==> src/rtl/imem_arbiter_if.sv <==
// Bundle of fetch, debug and instruction-memory signals around the arbiter.
// The slave modport is the arbiter; the master modport is the requester/memory side.
interface imem_arbiter_if #(
  parameter int CNT_W = 16
);
  logic             if_req;
  logic [31:0]      if_addr;
  logic             if_gnt;
  logic             if_rvalid;
  logic [31:0]      if_rdata;
  logic             if_err;
  logic             dbg_req;
  logic [31:0]      dbg_addr;
  logic             dbg_gnt;
  logic             dbg_rvalid;
  logic [31:0]      dbg_rdata;
  logic [31:0]      mem_addr;
  logic [31:0]      mem_data;
  logic [CNT_W-1:0] if_gnt_cnt;
  logic [CNT_W-1:0] dbg_gnt_cnt;

  modport master (
    output if_req, if_addr, dbg_req, dbg_addr, mem_data,
    input  if_gnt, if_rvalid, if_rdata, if_err,
           dbg_gnt, dbg_rvalid, dbg_rdata, mem_addr, if_gnt_cnt, dbg_gnt_cnt
  );

  modport slave (
    input  if_req, if_addr, dbg_req, dbg_addr, mem_data,
    output if_gnt, if_rvalid, if_rdata, if_err,
           dbg_gnt, dbg_rvalid, dbg_rdata, mem_addr, if_gnt_cnt, dbg_gnt_cnt
  );
endinterface

==> src/rtl/imem_arbiter.sv <==
// Fixed-priority share of the instruction-memory read port between fetch and debug,
// with a starvation escape for debug and a registered one-cycle read response.
module imem_arbiter #(
  parameter int STARVE_MAX = 4,
  parameter int CNT_W      = 16
) (
  input  logic           clk,
  input  logic           reset,
  imem_arbiter_if.slave  bus
);
  localparam logic [3:0] STARVE_LIM = 4'(STARVE_MAX);

  logic             force_dbg;
  logic             if_gnt;
  logic             dbg_gnt;
  logic [31:0]      mem_addr;
  logic [31:0]      addr_q;
  logic [3:0]       starve_cnt;
  logic             if_vld_q;
  logic             if_err_q;
  logic [31:0]      if_data_q;
  logic             dbg_vld_q;
  logic [31:0]      dbg_data_q;
  logic [CNT_W-1:0] if_cnt;
  logic [CNT_W-1:0] dbg_cnt;

  always_comb begin
    force_dbg = bus.dbg_req & (starve_cnt == STARVE_LIM);
    if_gnt    = bus.if_req & ~force_dbg & ~reset;
    dbg_gnt   = bus.dbg_req & ~if_gnt & ~reset;
    mem_addr  = addr_q;
    if (if_gnt)       mem_addr = {bus.if_addr[31:2], 2'b00};
    else if (dbg_gnt) mem_addr = {bus.dbg_addr[31:2], 2'b00};
  end

  always_ff @(posedge clk) begin
    if (reset) begin
      addr_q     <= '0;
      starve_cnt <= '0;
      if_vld_q   <= 1'b0;
      if_err_q   <= 1'b0;
      if_data_q  <= '0;
      dbg_vld_q  <= 1'b0;
      dbg_data_q <= '0;
      if_cnt     <= '0;
      dbg_cnt    <= '0;
    end else begin
      if (if_gnt | dbg_gnt) addr_q <= mem_addr;
      if_vld_q  <= if_gnt;
      if_err_q  <= if_gnt & (|bus.if_addr[1:0]);
      dbg_vld_q <= dbg_gnt;
      if (if_gnt)  if_data_q  <= bus.mem_data;
      if (dbg_gnt) dbg_data_q <= bus.mem_data;
      if (if_gnt)  if_cnt  <= if_cnt + 1'b1;
      if (dbg_gnt) dbg_cnt <= dbg_cnt + 1'b1;
      // Counts only cycles where debug keeps asking and loses.
      if (!bus.dbg_req || dbg_gnt)    starve_cnt <= '0;
      else if (starve_cnt != STARVE_LIM) starve_cnt <= starve_cnt + 4'd1;
    end
  end

  // A response launched just before reset must not be seen while reset is held.
  assign bus.if_gnt      = if_gnt;
  assign bus.dbg_gnt     = dbg_gnt;
  assign bus.mem_addr    = mem_addr;
  assign bus.if_rvalid   = if_vld_q & ~reset;
  assign bus.if_err      = if_err_q & ~reset;
  assign bus.if_rdata    = if_data_q;
  assign bus.dbg_rvalid  = dbg_vld_q & ~reset;
  assign bus.dbg_rdata   = dbg_data_q;
  assign bus.if_gnt_cnt  = if_cnt;
  assign bus.dbg_gnt_cnt = dbg_cnt;
endmodule

==> src/flat_wrapper.sv <==
// flat-port wrapper written by rule: the top's interface ports become plain ports
module imem_arbiter_flat 
#(
  parameter int STARVE_MAX = 4,
  parameter int CNT_W      = 16
)
  (clk, reset, bus_if_req, bus_if_addr, bus_dbg_req, bus_dbg_addr, bus_mem_data, bus_if_gnt, bus_if_rvalid, bus_if_rdata, bus_if_err, bus_dbg_gnt, bus_dbg_rvalid, bus_dbg_rdata, bus_mem_addr, bus_if_gnt_cnt, bus_dbg_gnt_cnt);
  imem_arbiter_if #(.CNT_W(CNT_W)) bus_i ();
  input  logic clk;
  input  logic reset;
  input wire logic [$bits(bus_i.if_req)-1:0] bus_if_req;
  input wire logic [$bits(bus_i.if_addr)-1:0] bus_if_addr;
  input wire logic [$bits(bus_i.dbg_req)-1:0] bus_dbg_req;
  input wire logic [$bits(bus_i.dbg_addr)-1:0] bus_dbg_addr;
  input wire logic [$bits(bus_i.mem_data)-1:0] bus_mem_data;
  output wire logic [$bits(bus_i.if_gnt)-1:0] bus_if_gnt;
  output wire logic [$bits(bus_i.if_rvalid)-1:0] bus_if_rvalid;
  output wire logic [$bits(bus_i.if_rdata)-1:0] bus_if_rdata;
  output wire logic [$bits(bus_i.if_err)-1:0] bus_if_err;
  output wire logic [$bits(bus_i.dbg_gnt)-1:0] bus_dbg_gnt;
  output wire logic [$bits(bus_i.dbg_rvalid)-1:0] bus_dbg_rvalid;
  output wire logic [$bits(bus_i.dbg_rdata)-1:0] bus_dbg_rdata;
  output wire logic [$bits(bus_i.mem_addr)-1:0] bus_mem_addr;
  output wire logic [$bits(bus_i.if_gnt_cnt)-1:0] bus_if_gnt_cnt;
  output wire logic [$bits(bus_i.dbg_gnt_cnt)-1:0] bus_dbg_gnt_cnt;
  assign bus_i.if_req = bus_if_req;
  assign bus_i.if_addr = bus_if_addr;
  assign bus_i.dbg_req = bus_dbg_req;
  assign bus_i.dbg_addr = bus_dbg_addr;
  assign bus_i.mem_data = bus_mem_data;
  assign bus_if_gnt = bus_i.if_gnt;
  assign bus_if_rvalid = bus_i.if_rvalid;
  assign bus_if_rdata = bus_i.if_rdata;
  assign bus_if_err = bus_i.if_err;
  assign bus_dbg_gnt = bus_i.dbg_gnt;
  assign bus_dbg_rvalid = bus_i.dbg_rvalid;
  assign bus_dbg_rdata = bus_i.dbg_rdata;
  assign bus_mem_addr = bus_i.mem_addr;
  assign bus_if_gnt_cnt = bus_i.if_gnt_cnt;
  assign bus_dbg_gnt_cnt = bus_i.dbg_gnt_cnt;
  imem_arbiter #(.STARVE_MAX(STARVE_MAX), .CNT_W(CNT_W)) u_core (.clk(clk), .reset(reset), .bus(bus_i));
endmodule
==> config.mk <==
export PLATFORM = sky130hd
export DESIGN_NAME = imem_arbiter_flat
export DESIGN_NICKNAME = d
export VERILOG_FILES = /design/src/rtl/imem_arbiter_if.sv /design/src/rtl/imem_arbiter.sv /design/src/flat_wrapper.sv
export SDC_FILE = /design/constraint.sdc
export NUM_CORES = 1
export LEC_CHECK = 0
export ABC_AREA = 1
export BUFFER_PORTS_ARGS = -buffer_cell sky130_fd_sc_hd__buf_2
export CAP_MARGIN = 20
export CORE_ASPECT_RATIO = 0.9
export CORE_MARGIN = 2
export CORE_UTILIZATION = 30
export DETAILED_ROUTE_END_ITERATION = 6
export GPL_ROUTABILITY_DRIVEN = 0
export MAX_ROUTING_LAYER = met4
export SETUP_SLACK_MARGIN = 0.2
export SKIP_LAST_GASP = 1
export SLEW_MARGIN = 10
export SYNTH_ARGS = -nofsm -noshare
export SYNTH_HDL_FRONTEND = slang
export SYNTH_SLANG_ARGS = --single-unit
==> constraint.sdc <==
create_clock -name clk -period 1.9 [get_ports clk]
set_input_delay 0.095 -clock clk [delete_from_list [all_inputs] [get_ports clk]]
set_output_delay 0.095 -clock clk [all_outputs]
set_load 0.02 [all_outputs]
==> qor.yml <==
logic_synthesis:
  synth_edf_count: 0
  synthDistinctLibCells: 29
  syn-cell-area_um2: 5804
  synth_warnings: 0
  synthArstFlopShare_pct: 0
  synth_nets: 931
  yosysSeqAreaShare_pct: 46.56
  synth_area_per_cell_um2: 7.019
  ys_ff_latch: 135
  synth_flop_cell: "dfxtp_1"
  syn_inst: 827
detailed_routing:
  drc: 0
  final_antenna_net_count: 0
  routed_via_density: 4.515
  detail_route.wl_per_cell_um: 14.54
  route.final.wire_length_mm: 20.58
  vias: 6393
  first_pass_iters: 5
  drtIter0Drc: 236
global_route:
  antenna_found_initial: 0
  grt-ovfl-total: 0
  grt_pass1_wl_mm: 30.48
  grt_pass1_vias: 6156
  grt_max_degree: 58
  gr-usage-all-layers_pct: 19.49
die:
  core_area_um2: 19100
  die_w_um: 150.6
  dieArea_um2: 20480
  io_pins: 233
  row_count: 48
  die_y_um: 136.0
  start_util_pct: 30.39
setup_path:
  end_kind: "output pin"
  critPathMaxFanout: 4
  cp.required_ps: 1800
  cp-start-kind: "flop"
  critPathKind: "flop to output pin"
  crit_arrival_ps: 1860
clocking:
  cts_sinks: 135
  cts_buffers: 17
  cts_root_buffer: "clkbuf_16"
  insertion_delay_ps: 420
  htreeDepth: 4
  cts_tree: "built"
  clockBufferDepth: 2
  clkTransAtPathRegs_ps: 60
flow_run:
  drv_cap: 0
timing:
  worst_slack_ps: -55.92
  worstMarginPinSlew_ps: 426.6
  slew_headroom_pct: 71.56
  max_freq_mhz: 511.3
  maxSlewViolCount: 0
  timing.final.crit_period_ps: 1956
  finalSetupViolCount: 29
  holdWs_ps: 5.057
  hold_viol_final: 0
  period_share_pct: 102.9
  skew_ps: 23.69
  rsz0062_at_grt: "true"
final_layout:
  area_growth_pct: 60.81
  fin_util_pct: 48.87
  antennaDiodeCount: 0
  stdcell_count: 1416
  multi_input_area_um2: 2733
  num-nets-final: 1259
  final_area_um2: 9334
  fill_cells: 1863
  drive_gt1_share_pct: 31.48
  seqCellArea_um2: 2705
placed_design:
  hpwlAfterDp_mm: 11.49
  port_buffers: 230
  post_dp_cell_area_um2: 7251
  dp.cells: 1279
pwr:
  finalPower_mw: 7.586
  p_leak_nw: 4.752
  p_per_area_nw_per_um2: 812.8
  ir_worst_vdd_v: 0.0005874
status:
  status: "complete, but fails checks"
  violations: "negative setup slack"
worst_hold_path:
  hold_class: "input pin to flop"
cells by family after synthesis:
logic type,count (synthesis),share of synthesized area [%]
compound gates,88,7.976
xor+xnor,5,0.7546
fa+ha+maj,4,0.8623
buf+inv,121,8.622
flops,135,46.56
simple gates,474,35.22
path summary, 6_finish.rpt:
kind / startpoint / depth (start not counted) / slack [ps] / endpoint
max: u_core.starve_cnt[1] / 11 / -60 / bus_if_gnt
min: bus_dbg_addr[26] / 5 / 5 / u_core.addr_q[26]
max reg2reg: u_core.starve_cnt[1] / 13 / 0 / u_core.bus.if_gnt_cnt[1]
min reg2reg: u_core.starve_cnt[0] / 1 / 450 / u_core.starve_cnt[0]
placed cells by master (no fill, tap or decap), types with 2 or more instances in the layout:
| cell type | count |
|---|---|
| inv_2 | 2 |
| nand3_2 | 30 |
| dlygate4sd3_1 | 76 |
| buf_12 | 5 |
| nand3_1 | 49 |
| buf_6 | 28 |
| bufinv_16 | 2 |
| inv_6 | 2 |
| clkinvlp_4 | 2 |
| nand2_1 | 255 |
| nand2_4 | 3 |
| buf_16 | 6 |
| a21oi_1 | 32 |
| clkbuf_1 | 3 |
| o21ai_0 | 47 |
| xor2_1 | 2 |
| dfxtp_2 | 2 |
| clkbuf_16 | 21 |
| and3_1 | 2 |
| o21ai_1 | 3 |
| ha_1 | 3 |
| buf_4 | 30 |
| nand2_2 | 16 |
| nand4_1 | 10 |
| nor2_2 | 3 |
| nor3_1 | 4 |
| inv_1 | 74 |
| xnor2_1 | 2 |
| buf_2 | 199 |
| nor2_1 | 101 |
| dfxtp_1 | 133 |
| clkinv_2 | 5 |
worst max-delay path, cell delays in order (launching register included):
cell     delay [ps]
dfxtp_2         320
inv_2            70
ha_4            160
nand2_1          50
nor2_1           90
nand2_1          70
nand2_2         120
inv_6            70
buf_4           140
buf_12          120
buf_12          120
buf_8           120
report_power, final:
group / leakage, nW / total, mW / switching (mW) / internal, mW
sequential: 1.11 / 3.06 / 0.0684 / 2.99
clock: 0.269 / 3.16 / 1.21 / 1.94
combinational: 3.37 / 1.37 / 0.753 / 0.620
total: 4.75 / 7.59 / 2.04 / 5.55
metrics by stage:
step | worst slack [ps] | TNS, ps
after floorplan | 251.9 | 0
after global placement | 37.64 | 0
after detailed placement | 31.19 | 0
after CTS | -62.55 | -943.8
after global routing | -180.9 | -6574
final | -55.92 | -479.7
area by class of cell:
| type | count | share of cell area (%) |
|---|---|---|
| tap | 250 | 3.351 |
| clock inverter | 9 | 1.113 |
| sequential | 135 | 28.98 |
| clock buffer | 21 | 4.826 |
| inverter | 80 | 3.418 |
| multi-input combinational | 571 | 29.28 |
| timing repair buffer | 350 | 29.03 |
cells in the mapped netlist (all sizes together), types with 2 or more instances:
cell / instances / area [µm²]
and3: 2 / 12.51
ha: 4 / 50.05
nand3: 80 / 520.5
nand4: 10 / 62.56
inv: 80 / 302.8
dfxtp: 135 / 2703
xnor2: 2 / 17.52
nand2: 274 / 1036
o21ai: 51 / 255.2
a21oi: 33 / 176.4
buf: 22 / 126.4
nor2: 104 / 392.9
clkbuf: 19 / 71.32
nor3: 4 / 20.02
xor2: 3 / 26.28
flip-flops by register name, summed over array words and instances (netlist names):
register                cells
u_core.if_err_q             1
u_core.if_vld_q             1
u_core.addr_q              32
u_core.bus.if_gnt_cnt      16
u_core.bus.if_rdata        32
u_core.dbg_vld_q            1
u_core.starve_cnt           4
u_core.bus.dbg_rdata       32
u_core.bus.dbg_gnt_cnt     16
per-layer routing:
layer,track usage (%),vias to the layer above,wire (µm)
met5,-,-,0
met4,8.152,0,539
met3,5.134,32,1176
met2,30.83,197,9564
met1,23.56,2911,9303
li1,-,3253,-
what timing repair did:
action                                  in CTS  in global routing
gates resized for setup                     90                 25
endpoints found under the setup margin      62                108
buffers inserted                            17                  2
hold endpoints to repair                    87                  0
pin swaps                                    4                  2
cloned                                       6                  6
hold buffers                                76                  0
No activity file was read; power rests on OpenSTA's default activity.
